==> src/rtl/hazard_pkg.sv <==
// Shared constants and types for the pipeline hazard/interlock logic.
// Forward-select encodings, FSM state encoding and decoder opcodes.
package hazard_pkg;

  localparam logic [1:0] FWD_REG = 2'b00;
  localparam logic [1:0] FWD_WB  = 2'b01;
  localparam logic [1:0] FWD_MEM = 2'b10;

  localparam logic [6:0] OPC_BRANCH = 7'b1100011;
  localparam logic [6:0] OPC_LOAD   = 7'b0000011;

  typedef enum logic [1:0] {
    ST_RUN       = 2'd0,
    ST_LU_BUBBLE = 2'd1,
    ST_MEM_WAIT  = 2'd2
  } hz_state_e;

  // x0 is hardwired to zero, so it never creates a dependency.
  function automatic logic reg_match(input logic [4:0] rd, input logic [4:0] rs);
    return (rd != 5'd0) && (rd == rs);
  endfunction

endpackage

==> src/rtl/hazard_unit_forward_sel.sv <==
// Per-operand forwarding selector: MEM result beats WB result beats regfile.
module forward_sel
  import hazard_pkg::*;
(
  input  logic [4:0] ex_rs,
  input  logic [4:0] mem_rd,
  input  logic       mem_regwrite,
  input  logic [4:0] wb_rd,
  input  logic       wb_regwrite,
  output logic [1:0] sel
);

  always_comb begin
    sel = FWD_REG;
    if (mem_regwrite && reg_match(mem_rd, ex_rs)) begin
      sel = FWD_MEM;
    end else if (wb_regwrite && reg_match(wb_rd, ex_rs)) begin
      sel = FWD_WB;
    end
  end

endmodule

==> src/rtl/hazard_unit.sv <==
// Hazard and interlock unit: forwarding selects, load-use/branch/memory-wait
// sequencing, a saturating stall-cycle counter and a sticky freeze watchdog.
module hazard_unit
  import hazard_pkg::*;
#(
  parameter int CNT_W   = 16,
  parameter int TIMEOUT = 1024
) (
  input  logic             clk,
  input  logic             rst,
  input  logic [4:0]       ID_rs1,
  input  logic [4:0]       ID_rs2,
  input  logic [4:0]       EX_rs1,
  input  logic [4:0]       EX_rs2,
  input  logic [4:0]       EX_rd,
  input  logic [4:0]       MEM_rd,
  input  logic [4:0]       WB_rd,
  input  logic             EX_RegWrite,
  input  logic             MEM_RegWrite,
  input  logic             WB_RegWrite,
  input  logic             EX_MemRead,
  input  logic             MEM_MemRead,
  input  logic             MEM_MemWrite,
  input  logic             dmem_ready,
  input  logic             branch_taken,
  output logic [1:0]       ForwardA_Sel,
  output logic [1:0]       ForwardB_Sel,
  output logic             Stall,
  output logic             Flush,
  output logic             Freeze,
  output logic [CNT_W-1:0] stall_cycles,
  output logic             stall_timeout
);

  localparam logic [CNT_W-1:0] TO_LAST = CNT_W'(TIMEOUT - 1);

  hz_state_e        state_q, state_d;
  logic             pend_flush_q, pend_flush_d;
  logic [CNT_W-1:0] freeze_cnt_q, freeze_cnt_d;
  logic [CNT_W-1:0] stall_cycles_q, stall_cycles_d;
  logic             stall_timeout_q, stall_timeout_d;

  logic mem_wait, load_use;
  logic stall_c, flush_c, freeze_c;

  forward_sel u_fwd_a (
    .ex_rs       (EX_rs1),
    .mem_rd      (MEM_rd),
    .mem_regwrite(MEM_RegWrite),
    .wb_rd       (WB_rd),
    .wb_regwrite (WB_RegWrite),
    .sel         (ForwardA_Sel)
  );

  forward_sel u_fwd_b (
    .ex_rs       (EX_rs2),
    .mem_rd      (MEM_rd),
    .mem_regwrite(MEM_RegWrite),
    .wb_rd       (WB_rd),
    .wb_regwrite (WB_RegWrite),
    .sel         (ForwardB_Sel)
  );

  // EX_RegWrite is not needed: a load in EX always writes its rd.
  logic unused_ex_regwrite;
  assign unused_ex_regwrite = EX_RegWrite;

  assign mem_wait = (MEM_MemRead || MEM_MemWrite) && !dmem_ready;
  assign load_use = EX_MemRead && ((EX_rd != 5'd0) &&
                    ((EX_rd == ID_rs1) || (EX_rd == ID_rs2)));

  always_comb begin
    state_d      = state_q;
    pend_flush_d = pend_flush_q;
    stall_c      = 1'b0;
    flush_c      = 1'b0;
    freeze_c     = 1'b0;
    case (state_q)
      ST_RUN: begin
        freeze_c = mem_wait;
        flush_c  = branch_taken && !mem_wait;
        stall_c  = load_use && !branch_taken && !mem_wait;
        if (mem_wait) begin
          state_d      = ST_MEM_WAIT;
          pend_flush_d = pend_flush_q | branch_taken;
        end else if (stall_c) begin
          state_d = ST_LU_BUBBLE;
        end
      end
      ST_LU_BUBBLE: begin
        freeze_c = mem_wait;
        flush_c  = branch_taken && !mem_wait;
        if (mem_wait) begin
          state_d      = ST_MEM_WAIT;
          pend_flush_d = pend_flush_q | branch_taken;
        end else begin
          state_d = ST_RUN;
        end
      end
      ST_MEM_WAIT: begin
        if (mem_wait) begin
          freeze_c     = 1'b1;
          pend_flush_d = pend_flush_q | branch_taken;
        end else begin
          // Release cycle: replay any flush remembered during the wait.
          flush_c      = pend_flush_q | branch_taken;
          stall_c      = load_use && !flush_c;
          pend_flush_d = 1'b0;
          state_d      = stall_c ? ST_LU_BUBBLE : ST_RUN;
        end
      end
      default: begin
        state_d      = ST_RUN;
        pend_flush_d = 1'b0;
      end
    endcase
  end

  // Interlocks are held low for the whole time reset is asserted.
  assign Stall  = stall_c  && rst;
  assign Flush  = flush_c  && rst;
  assign Freeze = freeze_c && rst;

  always_comb begin
    stall_cycles_d = stall_cycles_q;
    if ((stall_c || freeze_c) && (stall_cycles_q != {CNT_W{1'b1}})) begin
      stall_cycles_d = stall_cycles_q + 1'b1;
    end
    freeze_cnt_d    = '0;
    stall_timeout_d = stall_timeout_q;
    if (freeze_c) begin
      freeze_cnt_d = (freeze_cnt_q == TO_LAST) ? freeze_cnt_q : freeze_cnt_q + 1'b1;
      if (freeze_cnt_q == TO_LAST) begin
        stall_timeout_d = 1'b1;
      end
    end
  end

  always_ff @(posedge clk or negedge rst) begin
    if (!rst) begin
      state_q         <= ST_RUN;
      pend_flush_q    <= 1'b0;
      freeze_cnt_q    <= '0;
      stall_cycles_q  <= '0;
      stall_timeout_q <= 1'b0;
    end else begin
      state_q         <= state_d;
      pend_flush_q    <= pend_flush_d;
      freeze_cnt_q    <= freeze_cnt_d;
      stall_cycles_q  <= stall_cycles_d;
      stall_timeout_q <= stall_timeout_d;
    end
  end

  assign stall_cycles  = stall_cycles_q;
  assign stall_timeout = stall_timeout_q;

endmodule

==> config.mk <==
export PLATFORM = sky130hd
export DESIGN_NAME = hazard_unit
export DESIGN_NICKNAME = d
export VERILOG_FILES = /design/src/rtl/hazard_pkg.sv /design/src/rtl/hazard_unit_forward_sel.sv /design/src/rtl/hazard_unit.sv
export SDC_FILE = /design/constraint.sdc
export NUM_CORES = 1
export LEC_CHECK = 0
export CORE_AREA = 2 2 65 82
export CTS_BUF_LIST = sky130_fd_sc_hd__clkbuf_4 sky130_fd_sc_hd__clkbuf_8 sky130_fd_sc_hd__clkbuf_16
export CTS_CLUSTER_SIZE = 14
export DETAILED_ROUTE_END_ITERATION = 6
export DIE_AREA = 0 0 67 84
export PLACE_DENSITY = 0.84
export SETUP_SLACK_MARGIN = 0.1
export SKIP_LAST_GASP = 1
export SYNTH_ARGS = -nofsm -noshare
export SYNTH_HDL_FRONTEND = slang
export SYNTH_SLANG_ARGS = --single-unit
==> constraint.sdc <==
create_clock -name clk -period 2.5 [get_ports clk]
set_input_delay 0.375 -clock clk [delete_from_list [all_inputs] [get_ports clk]]
set_output_delay 0.375 -clock clk [all_outputs]
set_load 0.1 [all_outputs]
==> impl_results.md <==
- Syn Std Cell Area: 2150 sq um
- Slew HR: 74.1%
- Clock-pin slew on the worst setup and hold paths: about 70 ps
- Standby leakage power: 1.52 nW
- CTS Buffer Depth: 2
- Final worst slack: 117 ps
- Total GRT Usage: 20.3%
- Cell Pwr Density: around 640 nW/um^2
- Avg WL per Cell: 14.7 um
- 1st-pass router iterations: 4
- Worst Path Max Fanout: 2
- Vias: 1990
- Predominant post-synthesis flop cell: dfrtp_1
- Setup TNS Final: 0 ps
- Multiplexer share of the synthesized area: 2.57%
- Worst-margin pin slew: 388 ps
- Yosys top cell area share: between 40% and 50%
- Unique cell type count in the Yosys netlist: 37
- RR Startpoint: state_q[1]
- Total nets after synthesis: approximately 270
- Number of max-cap violations: 0
- Final GP Congestion: roughly 0.76
- Gr ovfl total: 0
- FP Rows: 29
- Seq/Total Area, Yosys: 42.0%
- Syn. warnings: 0
- FILL cells: 385
- Reg2reg setup slack: 320 ps
- Status: finished, final reports clean
- Vias/cell: 5.32
- First-pass GRT wire length: 8790 um
- Worst R2R End: stall_cycles[1]
- Post-synthesis xor/xnor area fraction: around 20%
- Area growth, synth to finish: 54.5%
- Via count of the first global-routing pass: around 2000
- Dominant cell by count in the synthesized netlist: dfrtp_1
- Initial antenna violation count: 0
- Startpoint type of the worst setup path: input pin
- HP Class: in -> async
- F_max: 0.420 GHz
- Period utilization: 95.3%
- CTS sink count: 36
- Largest net degree at the start of global routing: 32
- Critical Setup Path Class: in -> out
- DR iter-0 viols: 15
- Layout cell share with drive strength beyond 1: 26.9%
- Antenna Nets Post-Route: 0
- Tmin final: between 2000 and 2500 ps
- Max IR drop VDD: 1.11 mV
- Avg Inst Size Synth: between 9 and 10 sq um
- Final setup skew: 7.31 ps
- Total CTS buffers: 5
- Largest family of logic cells by synthesized area: simple AND/OR/NAND/NOR gates
- N_diodes: 0
- Setup Viol. Count Final: 0
- Routed wire length: roughly 5500 um
- Die area: 5630 sq um
- Worst Path Arrival: 2010 ps
- Nets@finish: 358
- Asr flop ratio synth: between 90% and 100%
- Initial Util: a little over two fifths
- Root Driver: clkbuf_8
- Core area: ~4900 sq um
- Simple-Gate Fraction of Synth Area: 25.6%
- Unrepaired setup endpoints after global routing: yes
- Seq cells post-synth: 36
- CTS tree: yes
- Crit path capture type: primary output
- Register-to-Register Path Depth: 7
- Post-synthesis cell count: between 200 and 250
- Synth cell count leaders: dfrtp_1, xor2_1, nor2_1, nand2_1, xnor2_1
- Pre-CTS setup slack: -116 ps
- Die Ht: 84 um
- CTS HTree Levels: 2
- # port buffers: 67
- Number of synthesized flops with an enable pin: 0
- Ports: slightly below 70
- Synth area leaders: dfrtp_1, xor2_1, xnor2_1, nor2_1, nand2_1
- Largest area contributor in the netlist: dfrtp_1
- Compound-Gate Fraction of Synth Area: 7.46%
- Die W: 67 um
- Remaining DRCs: 0
- Dpl hpwl: 4030 um
- Synth Area in Adders: 1.17%
- WP data required: 2120 ps
- Max Slew Vio Count: 0
- Final Hold Viols: 0
- Later-pin clock latency in the skew report: 290 ps
==> cells in the final DEF, fill, tap and decap left out, types with 2 or more instances in the layout <==
cell type        netlist  layout
or4_4                  1       5
o21ai_0                7       5
buf_6                  0       2
clkdlybuf4s50_1        0      23
dlygate4sd2_1          0       6
xnor2_1               18      18
a31oi_1                4       4
clkdlybuf4s15_1        0       4
nand3_1                9       9
a21oi_1                9       8
nand4_1                9       9
buf_12                 0       7
nand2_1               18      18
xor2_1                31      31
o21bai_1               2       2
buf_4                  0      35
nor4_4                 1       5
dfrtp_1               36      36
dlymetal6s2s_1         1       9
nor2_1                21      21
mux2_2                 4       4
and3_2                 3       3
clkbuf_8               0       7
nor3_2                 0       2
nor3_1                 7       5
and2_4                 1       2
ha_1                   2       2
and3_1                 9       9
o21ai_4                1       2
==> report_power, final <==
group          internal, mW  leakage [nW]  total (mW)  switching [mW]
Combinational         0.252         0.969       0.838           0.586
Sequential            0.641         0.486       0.714          0.0729
Clock                 0.352        0.0645       0.556           0.204
==> what timing repair did <==
action	in CTS	in global routing
hold buffers	1	0
endpoints found under the hold margin	5	0
gates resized for setup	14	20
buffers inserted	3	0
pin swaps	9	7
gates cloned	0	0
endpoints found under the setup margin	3	5
==> sequential cells by signal, indices dropped and copies added, names as in the netlist <==
register and count:
state_q 2, stall_cycles 16, stall_timeout 1, pend_flush_q 1
freeze_cnt_q 16
==> per-stage QoR <==
| stage | util, % | instances | total power, mW | hold WS [ps] | cell area, sq um |
|---|---|---|---|---|---|
| 2_1_floorplan | - | 219 | 1.29 | 79.4 | 2230 |
| 3_3_place_gp | 62.9 | 362 | 1.54 | 234 | 3100 |
| 3_5_place_dp | 62.9 | 362 | 1.55 | 236 | 3100 |
| 4_1_cts | 66.1 | 374 | 2.11 | 456 | 3260 |
| 5_1_grt | 67.2 | 374 | 2.18 | 497 | 3310 |
| 6_report | 67.2 | 374 | 2.11 | 491 | 3310 |
==> critical path: stages <==
cell	delay, ps
clkdlybuf4s50_1	480
o21bai_1	120
o211ai_1	120
or3b_4	390
nor2_1	170
and2_4	190
buf_12	170
==> cell families (layout without fill, tap and decap cells) <==
logic type               Yosys count  in the layout
adder cells (fa/ha/maj)            2              2
AND/OR/NAND/NOR                   97             97
flip-flops                        36             36
buffers and inverters              4             97
AO/OA/AOI/OAI                     26             26
multiplexers                       5              5
XOR/XNOR                          49             49
==> per-layer routing <==
metal | part of all wire (%) | GRT usage [%]
met4 | 1.3 | 5.19
met3 | 7.4 | 5.53
met2 | 56 | 38.8
met1 | 35 | 20.7
met5 | 0 | 0
==> final cells by class <==
type | instances | area, sq um | area share [%]
Multi-Input combinational cell | 179 | 1330 | 40.1
Inverter | 1 | 3.75 | 0.113
Clock inverter | 1 | 30.0 | 0.906
Sequential cell | 36 | 901 | 27.2
Clock buffer | 7 | 96.3 | 2.91
Timing Repair Buffer | 88 | 876 | 26.4
Tap cell | 62 | 77.6 | 2.34
==> worst max path at each step <==
stage	start	to	cells past startpoint	slack (ps)
after floorplan	MEM_rd[0]	ForwardA_Sel[0]	4	-200
after CTS	WB_rd[2]	ForwardB_Sel[0]	6	70
after global routing	MEM_rd[4]	ForwardB_Sel[0]	6	70
after detailed placement	WB_rd[4]	ForwardB_Sel[0]	6	-120
after global placement	WB_rd[0]	ForwardB_Sel[0]	6	-80
final	dmem_ready	Stall	7	120
Note: power is estimated with default switching activity, not from simulation.
